**config.mk**
```make
export PLATFORM = sky130hd
export DESIGN_NAME = data_bus_arbiter_2x1
export DESIGN_NICKNAME = d
export VERILOG_FILES = /design/src/rtl/data_bus_arbiter_2x1.sv
export SDC_FILE = /design/constraint.sdc
export NUM_CORES = 1
export LEC_CHECK = 0
export CAP_MARGIN = 20
export CORE_AREA = 2 2 121 123
export CTS_BUF_LIST = sky130_fd_sc_hd__clkbuf_4
export DETAILED_ROUTE_END_ITERATION = 12
export DIE_AREA = 0 0 123 125
export GPL_TIMING_DRIVEN = 0
export SYNTH_ARGS = -nofsm -noshare
export SYNTH_HDL_FRONTEND = slang
export SYNTH_SLANG_ARGS = --single-unit
export TNS_END_PERCENT = 1
```
**constraint.sdc**
```tcl
create_clock -name clk -period 4.6 [get_ports clk]
set_input_delay 1.15 -clock clk [delete_from_list [all_inputs] [get_ports clk]]
set_output_delay 1.15 -clock clk [all_outputs]
set_load 0.02 [all_outputs]
```
**src/rtl/data_bus_arbiter_2x1.sv**
```systemverilog
// data_bus_arbiter_2x1
//   Shares one SRAM-like data port between two masters:
//     M0 = cached dcache refill/writeback path
//     M1 = uncached (conf) load/store path
//   Address handshakes are granted to one master at a time with round-robin
//   tie-breaking. The owner of every accepted request is pushed into an
//   in-order tag FIFO. Each s_data_ok/s_rdata is routed back to the owner
//   held at the FIFO head.
//
// Ports
//   clk, resetn                  core clock (rising edge), async active-low reset
//   mX_req/wr/size/addr/wdata    request from master X (held until mX_addr_ok)
//   mX_addr_ok                   master X request accepted this cycle
//   mX_data_ok, mX_rdata         response for master X (rdata valid with data_ok)
//   s_req/wr/size/addr/wdata     request to the wrapper, from the granted master
//   s_addr_ok                    wrapper accepted s_req
//   s_data_ok, s_rdata           wrapper response, strictly in acceptance order
//   err_orphan                   sticky: s_data_ok seen while no request was outstanding
module data_bus_arbiter_2x1 #(
  parameter int MAX_OUTST = 4,
  parameter int PTR_W     = 2
) (
  input  logic        clk,
  input  logic        resetn,
  input  logic        m0_req,
  input  logic        m0_wr,
  input  logic [1:0]  m0_size,
  input  logic [31:0] m0_addr,
  input  logic [31:0] m0_wdata,
  output logic [31:0] m0_rdata,
  output logic        m0_addr_ok,
  output logic        m0_data_ok,
  input  logic        m1_req,
  input  logic        m1_wr,
  input  logic [1:0]  m1_size,
  input  logic [31:0] m1_addr,
  input  logic [31:0] m1_wdata,
  output logic [31:0] m1_rdata,
  output logic        m1_addr_ok,
  output logic        m1_data_ok,
  output logic        s_req,
  output logic        s_wr,
  output logic [1:0]  s_size,
  output logic [31:0] s_addr,
  output logic [31:0] s_wdata,
  input  logic [31:0] s_rdata,
  input  logic        s_addr_ok,
  input  logic        s_data_ok,
  output logic        err_orphan
);

  typedef enum logic {IDLE = 1'b0, HOLD = 1'b1} state_t;

  localparam logic [PTR_W:0] FULL_CNT = (PTR_W + 1)'(MAX_OUTST);

  state_t           state_reg, state_next;
  logic             grant_reg, grant_next;           // 0 = M0, 1 = M1
  logic             last_grant_reg, last_grant_next;
  logic             tag_mem [MAX_OUTST];             // owner id per outstanding request
  logic [PTR_W-1:0] wr_ptr_reg, rd_ptr_reg;
  logic [PTR_W:0]   count_reg, count_next;
  logic             err_orphan_reg;

  logic in_hold;
  logic accept;
  logic fifo_nonempty;
  logic pop;
  logic head;

  assign in_hold       = (state_reg == HOLD);
  // Gated only by the registered count, so a pop in the same cycle cannot
  // re-open the port combinationally.
  assign s_req         = in_hold && (count_reg < FULL_CNT);
  assign accept        = s_req && s_addr_ok;
  assign fifo_nonempty = (count_reg != '0);
  assign pop           = s_data_ok && fifo_nonempty;
  assign head          = tag_mem[rd_ptr_reg];

  // Request fields follow the registered grant; zero outside HOLD.
  assign s_wr    = in_hold && (grant_reg ? m1_wr : m0_wr);
  assign s_size  = in_hold ? (grant_reg ? m1_size  : m0_size)  : 2'b00;
  assign s_addr  = in_hold ? (grant_reg ? m1_addr  : m0_addr)  : 32'h0;
  assign s_wdata = in_hold ? (grant_reg ? m1_wdata : m0_wdata) : 32'h0;

  assign m0_addr_ok = accept && !grant_reg;
  assign m1_addr_ok = accept &&  grant_reg;

  assign m0_data_ok = pop && !head;
  assign m1_data_ok = pop &&  head;
  // With nothing outstanding the head slot is stale, so no master sees data.
  assign m0_rdata   = (fifo_nonempty && !head) ? s_rdata : 32'h0;
  assign m1_rdata   = (fifo_nonempty &&  head) ? s_rdata : 32'h0;

  assign err_orphan = err_orphan_reg;

  always_comb begin
    state_next      = state_reg;
    grant_next      = grant_reg;
    last_grant_next = last_grant_reg;
    case (state_reg)
      IDLE: begin
        if (m0_req || m1_req) begin
          state_next = HOLD;
          if (m0_req && m1_req) begin
            grant_next = ~last_grant_reg;
          end else begin
            grant_next = m1_req;
          end
        end
      end
      HOLD: begin
        // A raised request is never withdrawn, so HOLD only exits on acceptance.
        if (accept) begin
          state_next      = IDLE;
          last_grant_next = grant_reg;
        end
      end
      default: state_next = IDLE;
    endcase
  end

  always_comb begin
    count_next = count_reg;
    case ({accept, pop})
      2'b10:   count_next = count_reg + 1'b1;
      2'b01:   count_next = count_reg - 1'b1;
      default: count_next = count_reg;
    endcase
  end

  always_ff @(posedge clk or negedge resetn) begin
    if (!resetn) begin
      state_reg      <= IDLE;
      grant_reg      <= 1'b0;
      last_grant_reg <= 1'b1;   // M0 wins the first tie
      wr_ptr_reg     <= '0;
      rd_ptr_reg     <= '0;
      count_reg      <= '0;
      err_orphan_reg <= 1'b0;
    end else begin
      state_reg      <= state_next;
      grant_reg      <= grant_next;
      last_grant_reg <= last_grant_next;
      count_reg      <= count_next;
      if (accept) begin
        wr_ptr_reg <= wr_ptr_reg + 1'b1;
      end
      if (pop) begin
        rd_ptr_reg <= rd_ptr_reg + 1'b1;
      end
      if (s_data_ok && !fifo_nonempty) begin
        err_orphan_reg <= 1'b1;
      end
    end
  end

  generate
    for (genvar gi = 0; gi < MAX_OUTST; gi++) begin : g_tag
      always_ff @(posedge clk or negedge resetn) begin
        if (!resetn) begin
          tag_mem[gi] <= 1'b0;
        end else if (accept && (wr_ptr_reg == PTR_W'(gi))) begin
          tag_mem[gi] <= grant_reg;
        end
      end
    end
  endgenerate

endmodule

```
=== Word-level counts from Yosys, hierarchy flattened ===
Index checks and enable logic that the tools add are counted.

* Register bits after elaboration: 15
* Input bits: 172
* Output and inout bits: 137

* Add/subtract/negate cells: 4
* Reductions and logical operators: 25
* Bitwise logic cells: 3
* $lt $le $gt $ge: 2
* Equal/unequal tests: 5
* Mux-type cells: 17

{| class="wikitable"
|+ Operator list
! operator !! count
|-
| 32-bit two-way mux || 6
|-
| 1-bit logical AND || 16
|-
| 2-bit equality test (second input constant) || 3
|-
| 1-bit two-way mux || 6
|-
| 3-bit case mux with 2 select lines || 1
|-
| 2-bit by 1-bit adder with 2-bit output (second input constant) || 2
|-
| 2-bit by 1-bit equality test with 1-bit output (second input constant) || 2
|-
| 2-bit two-way mux || 2
|-
| 2-bit AND reduction || 2
|-
| 3-bit by 1-bit adder with 3-bit output (second input constant) || 1
|-
| 3-bit >= comparator (second input constant) || 1
|-
| 1-bit zero test || 3
|-
| 3-bit < comparator (second input constant) || 1
|-
| 2-bit NOT with 3-bit output || 1
|-
| 3-bit nonzero test || 1
|-
| 3-bit by 1-bit subtractor with 3-bit output (second input constant) || 1
|-
| 1-bit binary-select mux with 2-bit select || 1
|-
| 2-bit zero test || 1
|-
| 1-bit NOT || 2
|-
| 1-bit case mux with 2 select lines || 1
|-
| 2-bit nonzero test || 1
|-
| 1-bit logical OR || 1
|}

=== Depth between registers and ports, before layout ===
* Depth in word-level cells: 7
* Gate-level depth with buffers: 11
* Depth with buffers taken out: 9

=== Worst setup path after synthesis ===
Ideal clock, no wire load.

* Path type: in2out
* From: input s_addr_ok
* To: output m0_addr_ok
* Stages: 4
* Required time: 3.450 ns
* Buffers on the path: 1
* Data arrival time: 1.820 ns
* Slack: 1.630 ns
* Path through: and3b_1 buf_2 inv_1 nor2_1

* Longest elaborated chain between the ends: 2

{| class="wikitable"
|+ Ends and longest elaborated chain
! element !! RTL line !! text
|-
| from (decl) || 47 || <nowiki>input logic s_addr_ok,</nowiki>
|-
| 1-bit logical AND || 74 || <nowiki>assign accept = s_req && s_addr_ok;</nowiki>
|-
| 1-bit logical AND || 85 || <nowiki>assign m0_addr_ok = accept && !grant_reg;</nowiki>
|-
| to (decl) || 31 || <nowiki>output logic m0_addr_ok,</nowiki>
|}

No other way between the ends.

=== Worst setup path in the final report ===
Ends and elaborated chain as after synthesis.

==> results.toml <==
[setup_path]
rr_startpoint = "count_reg[2]$_DFFE_PN0P_"
r2r_end = "count_reg[2]$_DFFE_PN0P_"
cp.required_ns = 3.45
cp-start-kind = "primary input"
cp_max_fo = 10
ff2ff_path_depth = 11
arrival_ns = 2.79
r2r_slack_ns = 2.22
crit_type = "primary input to output port"
end_kind = "output port"

[logic_synthesis]
syn-instance-count = 326
synth.yosys.seq_area_share_pct = 16.5
synth_top_area_share_pct = 29.8
yosys_warnings = 0
ys_seq_elements = 15
async_reset_ff_share_pct = 100
netlist_top_cells_count = "103 x nor2_1, 68 x mux2i_1, 40 x nand2_1"
synth_fp_nets = 504
yosysMostFrequentCell = "nor2_1"
synth_area_per_cell_um2 = 7.00
synth_top_area_cell = "mux2i_1"
synth_cell_type_count = 29
synth_edf_count = 0
synthTopCellsByArea = "mux2i_1 30%, nor2_1 17%, dfrtp_1 15%"
synth_area_um2 = 2280
synth-main-ff-cell = "dfrtp_1"

[power]
clkPwrFrac_pct = 1.9
power_density_nw_per_um2 = 669
irDropWorstVdd_mv = 0.272
comb_power_share_pct = 91.5
p_switching_mw = 1.88
seq_power_share_pct = 6.6
finalPower_mw = 3.76
power.leakage_nw = 2.53
p_sw_share_pct = 50.0
p_int_mw = 1.88

[final_layout]
layout.nets = 817
diodes = 0
area_delta_synth_final_pct = 146
fill_cells = 1485
drive_above_1_share_pct = 4.23
largest_reg_flops = 4

[clocking]
cts_resized = 0
numCtsBuffers = 3
post_cts_buffers = 0
clk_latency_ns = 0.28
clk_path_buf_depth = 2
postCtsHoldBufs = 0
path_clk_slew_ns = 0.08
clock-sinks = 15
root_buffer = "clkbuf_4"
cts_tree = "built"
htreeDepth = 1

[die]
initial_core_util_pct = 16.1
core_area_um2 = 14200
io_pins = 309
die_area_um2 = 15400
fp.dieW_um = 123
die_y_um = 125
placementRows = 44

[detailed_routing]
drc = 0
post_drt_wl_per_cell_um = 15.0
avgViaCountPerCell = 4.14
wirelength_um = 12400
vias = 3404
drt_iter0_drc = 50
final_antenna_net_count = 0
firstDrtPassIters = 4

[timing]
clock_skew_ns = 0.00165
tightest_slew_ns = 0.672
post-route-period-util_pct = 85.8
setup_viol = 0
fin_crit_ns = 3.94
hold_violations = 0
maxSlewHeadroom_pct = 55.1
rsz0062_at_grt = "false"
report.final.slew_viol_count = 0
setup_tns_ns = 0
max_freq_ghz = 0.253

[worst_hold_path]
hold_start = "err_orphan$_DFFE_PN0P_"
holdPathStages = 1
hp-class = "flop to flop"
hold_path_end = "err_orphan$_DFFE_PN0P_"

[job]
maxCapViolCount = 0

[placed_design]
gp_congestion = 0.869
io_buffers = 308
hpwlAfterDp_um = 10900

[global_routing]
grt_max_degree = 16
overflow = 0
grt.total_usage_pct = 14.9
grt_antenna_before_repair = 0
grt_pass1_wl_um = 18000
grt_pass1_vias = 3385

[outcome]
status = "complete, no violations"
## kinds of logic (layout without fill, tap and decap cells)
kind of cell / Yosys count / in the layout / share of synthesized area [%]
flops: 15 / 15 / 16.5
xor+xnor: 6 / 6 / 2.30
compound gates: 4 / 4 / 1.32
simple gates: 182 / 182 / 34.2
fa+ha+maj: 6 / 6 / 3.62
buf+inv: 40 / 352 / 9.22
mux: 73 / 73 / 32.8
## through the flow
step                      std cells  utilization (%)  hold WS, ns  setup slack, ns  cell area, um^2
after detailed placement        818             39.4        0.468            0.632             5590
after global placement          818             39.4        0.460            0.646             5590
after CTS                       822             39.6        0.489            0.628             5620
after global routing            822             39.6        0.531            0.521             5620
final                           822             39.6        0.481            0.655             5620
after floorplan                 326                -        0.453             1.63             2280
## how the worst max path moves through the flow
stage                     startpoint          to  slack (ns)  cells past startpoint
after global routing       s_addr_ok  m0_addr_ok        0.52                      6
after floorplan            s_addr_ok  m0_addr_ok        1.63                      4
after detailed placement   s_data_ok  m0_data_ok        0.63                      4
after CTS                  s_data_ok  m0_data_ok        0.63                      4
final                      s_addr_ok  m0_addr_ok        0.66                      6
after global placement     s_data_ok  m0_data_ok        0.65                      4
## routing by layer
| metal | share of wire (%) | GRT usage, % |
|---|---|---|
| met1 | 36 | 15.9 |
| met2 | 53 | 29.1 |
| met3 | 9.5 | 3.24 |
| met4 | 1.7 | 3.21 |
| met5 | 0 | 0 |
## layout by cell type (no fill, tap or decap), drive strengths merged, types with 2 or more instances in the layout
cell type,n
mux2i,68
inv,8
xor2,2
clkdlybuf4s50,308
nor2,103
ha,5
clkinv,2
xnor2,4
clkbuf,21
mux2,4
and3,33
nand2,40
buf,13
dfrtp,14
## final cells by class
class	instances	area [um^2]	area share (%)
multi-input combinational	271	1690	30.1
inverter	9	33.8	0.601
tap	184	230	4.10
clock buffer	3	22.5	0.401
timing repair buffer	308	3080	54.8
buffer	31	176	3.14
clock inverter	1	5.00	0.0890
sequential	15	377	6.70
## power by group through the flow
stage          logic [mW]  clock network [mW]  registers [mW]
5_1_grt              3.68              0.0836           0.260
4_1_cts              3.49              0.0771           0.249
2_1_floorplan        1.90                   0           0.241
3_3_place_gp         3.46                   0           0.246
6_report             3.44              0.0724           0.247
3_5_place_dp         3.47                   0           0.252
## critical path, stage by stage
cell and delay [ns]:
clkdlybuf4s50_1 0.45, and3b_1 0.15, buf_2 0.19, inv_1 0.10, nor2_1 0.11, clkdlybuf4s50_1 0.64
No activity file was read; power rests on OpenSTA's default activity.
